--- src/rtl/parking_pkg.sv ---
// Shared types and constants for the parking gate front end.
package parking_pkg;

  localparam int SPOT_W         = 2;
  localparam int NUM_SPOTS      = 4;
  localparam int OP_TIMEOUT_DEF = 16;

  // The wait counter only has to count 0 .. op_timeout-1.
  function automatic int timeout_w(input int op_timeout);
    return (op_timeout < 2) ? 1 : $clog2(op_timeout);
  endfunction

  localparam int TIMEOUT_W = timeout_w(OP_TIMEOUT_DEF);

  typedef enum logic [2:0] {
    IDLE        = 3'd0,
    ENTRY_PULSE = 3'd1,
    ENTRY_WAIT  = 3'd2,
    EXIT_PULSE  = 3'd3,
    EXIT_WAIT   = 3'd4
  } gate_state_t;

  typedef struct packed {
    gate_state_t state;
    logic        arrive_level;
    logic        arrive_pending;
  } gate_debug_t;

endpackage

--- src/rtl/parking_debounce.sv ---
// Level debouncer: a change is accepted after DEBOUNCE_CYCLES consecutive
// samples that differ from the accepted level; rise pulses on an accepted 0->1.
module parking_debounce #(
  parameter int DEBOUNCE_CYCLES = 4
) (
  input  logic clk,
  input  logic reset,
  input  logic raw,
  output logic level,
  output logic rise
);
  localparam int CW = (DEBOUNCE_CYCLES < 2) ? 1 : $clog2(DEBOUNCE_CYCLES);

  logic [CW-1:0] cnt;
  logic          level_q;
  logic          rise_q;

  always_ff @(posedge clk or posedge reset) begin
    if (reset) begin
      cnt     <= '0;
      level_q <= 1'b0;
      rise_q  <= 1'b0;
    end else begin
      rise_q <= 1'b0;
      if (raw != level_q) begin
        if (cnt == CW'(DEBOUNCE_CYCLES - 1)) begin
          level_q <= raw;
          rise_q  <= raw;
          cnt     <= '0;
        end else begin
          cnt <= cnt + 1'b1;
        end
      end else begin
        // any sample matching the accepted level restarts the count
        cnt <= '0;
      end
    end
  end

  assign level = level_q;
  assign rise  = rise_q;

endmodule

--- src/rtl/parking_gate_sequencer.sv ---
// Turns gate events into single-cycle entry/exit sensor pulses for the parking
// manager, captures the allocated spot and confirms completion via parking_spots.
module parking_gate_sequencer
  import parking_pkg::*;
#(
  parameter int DEBOUNCE_CYCLES = 4,
  parameter int OP_TIMEOUT      = OP_TIMEOUT_DEF
) (
  input  logic                 clk,
  input  logic                 reset,
  input  logic                 arrive_raw,
  input  logic                 leave_req,
  input  logic [SPOT_W-1:0]    leave_ticket,
  input  logic [SPOT_W-1:0]    best_position,
  input  logic                 full_led,
  input  logic [NUM_SPOTS-1:0] parking_spots,
  output logic                 entry_sensor,
  output logic                 exit_sensor,
  output logic [SPOT_W-1:0]    exiting_position,
  output logic                 ticket_valid,
  output logic [SPOT_W-1:0]    ticket_spot,
  output logic                 leave_ack,
  output logic                 leave_err,
  output logic                 entry_rejected,
  output logic                 arrival_drop,
  output logic                 timeout_err,
  output gate_debug_t          debug
);
  localparam int CNT_W = timeout_w(OP_TIMEOUT);

  gate_state_t       state, state_next;
  logic              arrive_level, arrive_rise, arrive_pending;
  logic [SPOT_W-1:0] exit_pos, ticket_pos;
  logic [CNT_W-1:0]  wait_cnt;
  logic              leave_occupied, entry_done, exit_done, timed_out;
  logic              exit_start, consume;

  parking_debounce #(.DEBOUNCE_CYCLES(DEBOUNCE_CYCLES)) u_arrive_debounce (
    .clk   (clk),
    .reset (reset),
    .raw   (arrive_raw),
    .level (arrive_level),
    .rise  (arrive_rise)
  );

  // Exit wins over a pending arrival; an arrival is consumed only when no leave is requested.
  assign leave_occupied = parking_spots[leave_ticket];
  assign entry_done     = parking_spots[ticket_pos];
  assign exit_done      = !parking_spots[exit_pos];
  assign timed_out      = (wait_cnt == CNT_W'(OP_TIMEOUT - 1));
  assign exit_start     = (state == IDLE) && leave_req && leave_occupied;
  assign consume        = (state == IDLE) && !leave_req && arrive_pending;

  always_ff @(posedge clk or posedge reset) begin
    if (reset) begin
      state          <= IDLE;
      arrive_pending <= 1'b0;
      exit_pos       <= '0;
      ticket_pos     <= '0;
      wait_cnt       <= '0;
    end else begin
      state          <= state_next;
      arrive_pending <= (arrive_pending && !consume) || arrive_rise;
      if (exit_start) begin
        exit_pos <= leave_ticket;
      end else if (state_next == IDLE) begin
        exit_pos <= '0;
      end
      if (consume && !full_led) begin
        ticket_pos <= best_position;
      end
      if (state == ENTRY_WAIT || state == EXIT_WAIT) begin
        wait_cnt <= wait_cnt + 1'b1;
      end else begin
        wait_cnt <= '0;
      end
    end
  end

  always_comb begin
    state_next = state;
    case (state)
      IDLE: begin
        if (exit_start) begin
          state_next = EXIT_PULSE;
        end else if (consume && !full_led) begin
          state_next = ENTRY_PULSE;
        end
      end
      ENTRY_PULSE: state_next = ENTRY_WAIT;
      ENTRY_WAIT:  if (entry_done || timed_out) state_next = IDLE;
      EXIT_PULSE:  state_next = EXIT_WAIT;
      EXIT_WAIT:   if (exit_done || timed_out) state_next = IDLE;
      default:     state_next = IDLE;
    endcase
  end

  always_comb begin
    entry_sensor     = 1'b0;
    exit_sensor      = 1'b0;
    exiting_position = '0;
    ticket_valid     = 1'b0;
    ticket_spot      = '0;
    leave_ack        = 1'b0;
    leave_err        = 1'b0;
    entry_rejected   = 1'b0;
    arrival_drop     = 1'b0;
    timeout_err      = 1'b0;
    if (!reset) begin
      entry_sensor     = (state == ENTRY_PULSE);
      exit_sensor      = (state == EXIT_PULSE);
      exiting_position = exit_pos;
      ticket_spot      = ticket_pos;
      ticket_valid     = (state == ENTRY_WAIT) && entry_done;
      leave_err        = (state == IDLE) && leave_req && !leave_occupied;
      leave_ack        = leave_err || ((state == EXIT_WAIT) && exit_done);
      entry_rejected   = consume && full_led;
      arrival_drop     = arrive_rise && arrive_pending && !consume;
      timeout_err      = timed_out && (((state == ENTRY_WAIT) && !entry_done) ||
                                       ((state == EXIT_WAIT) && !exit_done));
    end
  end

  assign debug = '{state: state, arrive_level: arrive_level, arrive_pending: arrive_pending};

endmodule

--- config.mk ---
export PLATFORM = sky130hd
export DESIGN_NAME = parking_gate_sequencer
export DESIGN_NICKNAME = d
export VERILOG_FILES = /design/src/rtl/parking_pkg.sv /design/src/rtl/parking_debounce.sv /design/src/rtl/parking_gate_sequencer.sv
export SDC_FILE = /design/constraint.sdc
export NUM_CORES = 1
export LEC_CHECK = 0
export ABC_AREA = 1
export BUFFER_PORTS_ARGS = -buffer_cell sky130_fd_sc_hd__buf_4
export CAP_MARGIN = 20
export CORE_ASPECT_RATIO = 1.2
export CORE_MARGIN = 8
export CORE_UTILIZATION = 40
export DETAILED_ROUTE_END_ITERATION = 12
export PLACE_DENSITY = 0.76
export SYNTH_ARGS = -nofsm -noshare
export SYNTH_HDL_FRONTEND = slang
export SYNTH_SLANG_ARGS = --single-unit
--- constraint.sdc ---
create_clock -name clk -period 3.53 [get_ports clk]
set_clock_uncertainty 0.15 [all_clocks]
set_input_delay 0.706 -clock clk [delete_from_list [all_inputs] [get_ports clk]]
set_output_delay 0.706 -clock clk [all_outputs]
set_load 0.02 [all_outputs]
==> results.toml <==
[sta]
slew_violations = 0
period_minus_slack_ns = 2.630
period_share_pct = 74.50
tns_ns = 0
relSlewSlack_pct = 68.57
tightestPinTransition_ns = 0.4710
setup_viol = 0
rsz0062_at_grt = "no"
fmax_ghz = 0.3802
hold_viol = 0
hold_slack_ns = 0.2935

[clock_network]
clockBufferDepth = 2
path_clk_slew_ns = 0.09
post_cts_resized = 0
cts_setup_buffers = 0
cts_buffers = 3
cts_hold_buf = 0
htreeDepth = 1
cts_tree = "done"
clock_sinks = 16
worstSkewPairLatency_ns = 0.28
root_buffer = "clkbuf_4"

[drt]
viasPerCell = 4.758
vias = 885
antenna_left = 0
drtPass1Iterations = 4
drtIter0Drc = 22
wl_um = 2179
wire_per_inst_um = 11.72
drcViolationCount = 0

[worst_setup_path]
r2r_end = "exit_pos[1]$_DFFE_PP0P_"
reg2reg_depth = 9
critPathMaxStageDelay_ns = 0.36
cp_max_fo = 13
rrSetupSlack_ns = 2.02
crit_slowest_cell = "inv_1"
cp-end-kind = "primary output"
arrival_ns = 1.77
cpLargestDelayFamily = "buffers and inverters"
path_cells = "buf_4, inv_1, buf_4, nand2_1, nor2_1, buf_4"
start_kind = "input port"
cp_data_required_time_ns = 2.67
cp_common_cell = "buf_4"
rr_startpoint = "state[0]$_DFF_PP0_"
crit_type = "in -> out"
path_buf_inv = 4

[synthesis]
synth_edf_count = 0
synth-main-ff-cell = "dfrtp_1"
syn-num-nets = 139
syn_area_sq_um = 950.9
synthCells = 124
seq_area_frac_synth_pct = 42.11
yosysWarnings = 0
async_reset_ff_share_pct = 100.0
syn_avg_cell_area_sq_um = 7.669
synth_cell_types = 26
ys_seq_elements = 16

[global_routing]
grt_pass1_wl_um = 3726
antenna_found_initial = 0
grt_pass1_vias = 892
grt_max_degree = 14
grt-ovfl-total = 0
track_usage_pct = 11.05

[power]
peakVddDrop_v = 0.0003559
p_per_area_nw_per_um2 = 638.6
leakagePower_nw = 0.6532

[finish]
drive_above_1_share_pct = 35.48
nets = 171
multi_input_area_sq_um = 467.9
syn_to_final_growth_pct = 29.61
fillCellCount = 217
diodes = 0
regArea_sq_um = 400.4

[die]
start_util_pct = 41.67
rows = 19
core_sq_um = 2282
ios = 30
chipHeight_um = 69.41
die_area_sq_um = 4200
die_x_um = 60.51

[place]
routabilityCongestion = 0.8533
portBuffers = 29
hpwlAfterDp_um = 1847

[hold_path]
hold_path_end = "u_arrive_debounce.cnt[0]$_DFF_PP0_"
hp-class = "reg -> reg"
hold_depth = 1
hp-start = "u_arrive_debounce.cnt[0]$_DFF_PP0_"

[outcome]
status = "finished, final reports clean"

[run]
maxCapViolations = 0
[worst max path at each step]
stage / startpoint / to / slack, ns / cells past startpoint
floorplan: reset / leave_ack / 1.08 / 3
global placement: reset / entry_rejected / 0.91 / 6
detailed placement: reset / entry_rejected / 0.86 / 6
CTS: reset / entry_rejected / 0.86 / 6
global route: reset / entry_rejected / 0.70 / 6
finish: reset / entry_rejected / 0.90 / 6
[registers in the layout, summed over array words and instances (netlist names)]
signal,flops
arrive_pending,1
u_arrive_debounce.cnt,2
state,3
u_arrive_debounce.level,1
exit_pos,2
ticket_pos,2
wait_cnt,4
u_arrive_debounce.rise,1
[layout make-up]
cell class	instances	share of cell area, %
inverters	17	5.178
well taps	31	3.147
flip-flops and latches	16	32.49
clock buffers	4	2.944
multi-input cells	88	37.97
repair buffers	30	18.27
[kinds of logic after synthesis]
family	synth area share, %
AOI/OAI and AO/OA	4.475
adders and majority gates	2.631
and+or+nand+nor	40.26
xor gates and xnor gates	1.842
buffers and inverters	8.683
DFF	42.10
[worst reg2reg max path: stages, from the launching register on]
cell and delay, ns:
dfrtp_1 0.45, inv_2 0.09, nand2_4 0.06, nor3_2 0.19
nand3_2 0.15, nand2_1 0.10, nor2_2 0.05, nand2_2 0.07
nand3_1 0.07, nand2_1 0.07
[cells in the final DEF (no fill, tap or decap)]
cell      netlist  layout
o21ai_1         2       2
nand2_1        32      32
clkbuf_4        0       3
nor2_1         16      16
dfrtp_1        16      16
nand3_2         2       2
nor3_1          2       2
nor2_4          2       2
nor2_2          4       4
nor3b_1         1       1
inv_1          11      11
o22ai_1         1       1
ha_1            2       2
nand2_4         1       1
inv_2           6       6
a211oi_1        1       1
xnor2_1         1       1
xor2_1          1       1
nand4_2         1       1
o21ai_0         2       2
nand2_2         2       2
buf_4           2      30
nor3_2          2       2
a21oi_2         1       1
clkbuf_8        0       1
nand3_1        11      11
and2_1          1       1
[cell usage after synthesis, types with 2 or more instances]
library cell	number	area share, %
dfrtp_1	16	42
nor2_2	4	2.6
nand2_2	2	1.3
o21ai_1	2	1.1
nand3_2	2	2.1
nor2_4	2	2.4
nor3_1	2	1.1
ha_1	2	2.6
inv_1	11	4.3
nand2_1	32	13
nor2_1	16	6.3
buf_4	2	1.6
inv_2	6	2.4
nor3_2	2	2.1
nand3_1	11	5.8
o21ai_0	2	1.1
[stage by stage]
stage	total power, mW	std cells	cell area (sq um)	utilization [%]	setup slack [ns]
2_1_floorplan	0.5622	124	950.9	-	1.085
3_3_place_gp	0.6658	182	1196	52.41	0.9107
3_5_place_dp	0.6800	182	1196	52.41	0.8643
4_1_cts	0.7972	186	1232	54.00	0.8581
5_1_grt	0.8541	186	1232	54.00	0.7001
6_report	0.7870	186	1232	54.00	0.9000
[per-layer routing]
metal,global-route usage [%],vias up,share of wire [%]
met2,17.86,22,48
li1,-,449,-
met4,3.117,0,0.87
met5,0,-,0
met1,12.75,412,41
met3,4.638,2,10
[power by group]
part | total (mW) | internal, mW | switching [mW] | leakage (nW)
Combinational | 0.383 | 0.146 | 0.237 | 0.423
Clock | 0.116 | 0.0627 | 0.0529 | 0.0210
Sequential | 0.289 | 0.240 | 0.0487 | 0.209
Total | 0.787 | 0.449 | 0.338 | 0.653
No activity file was read; power rests on OpenSTA's default activity.
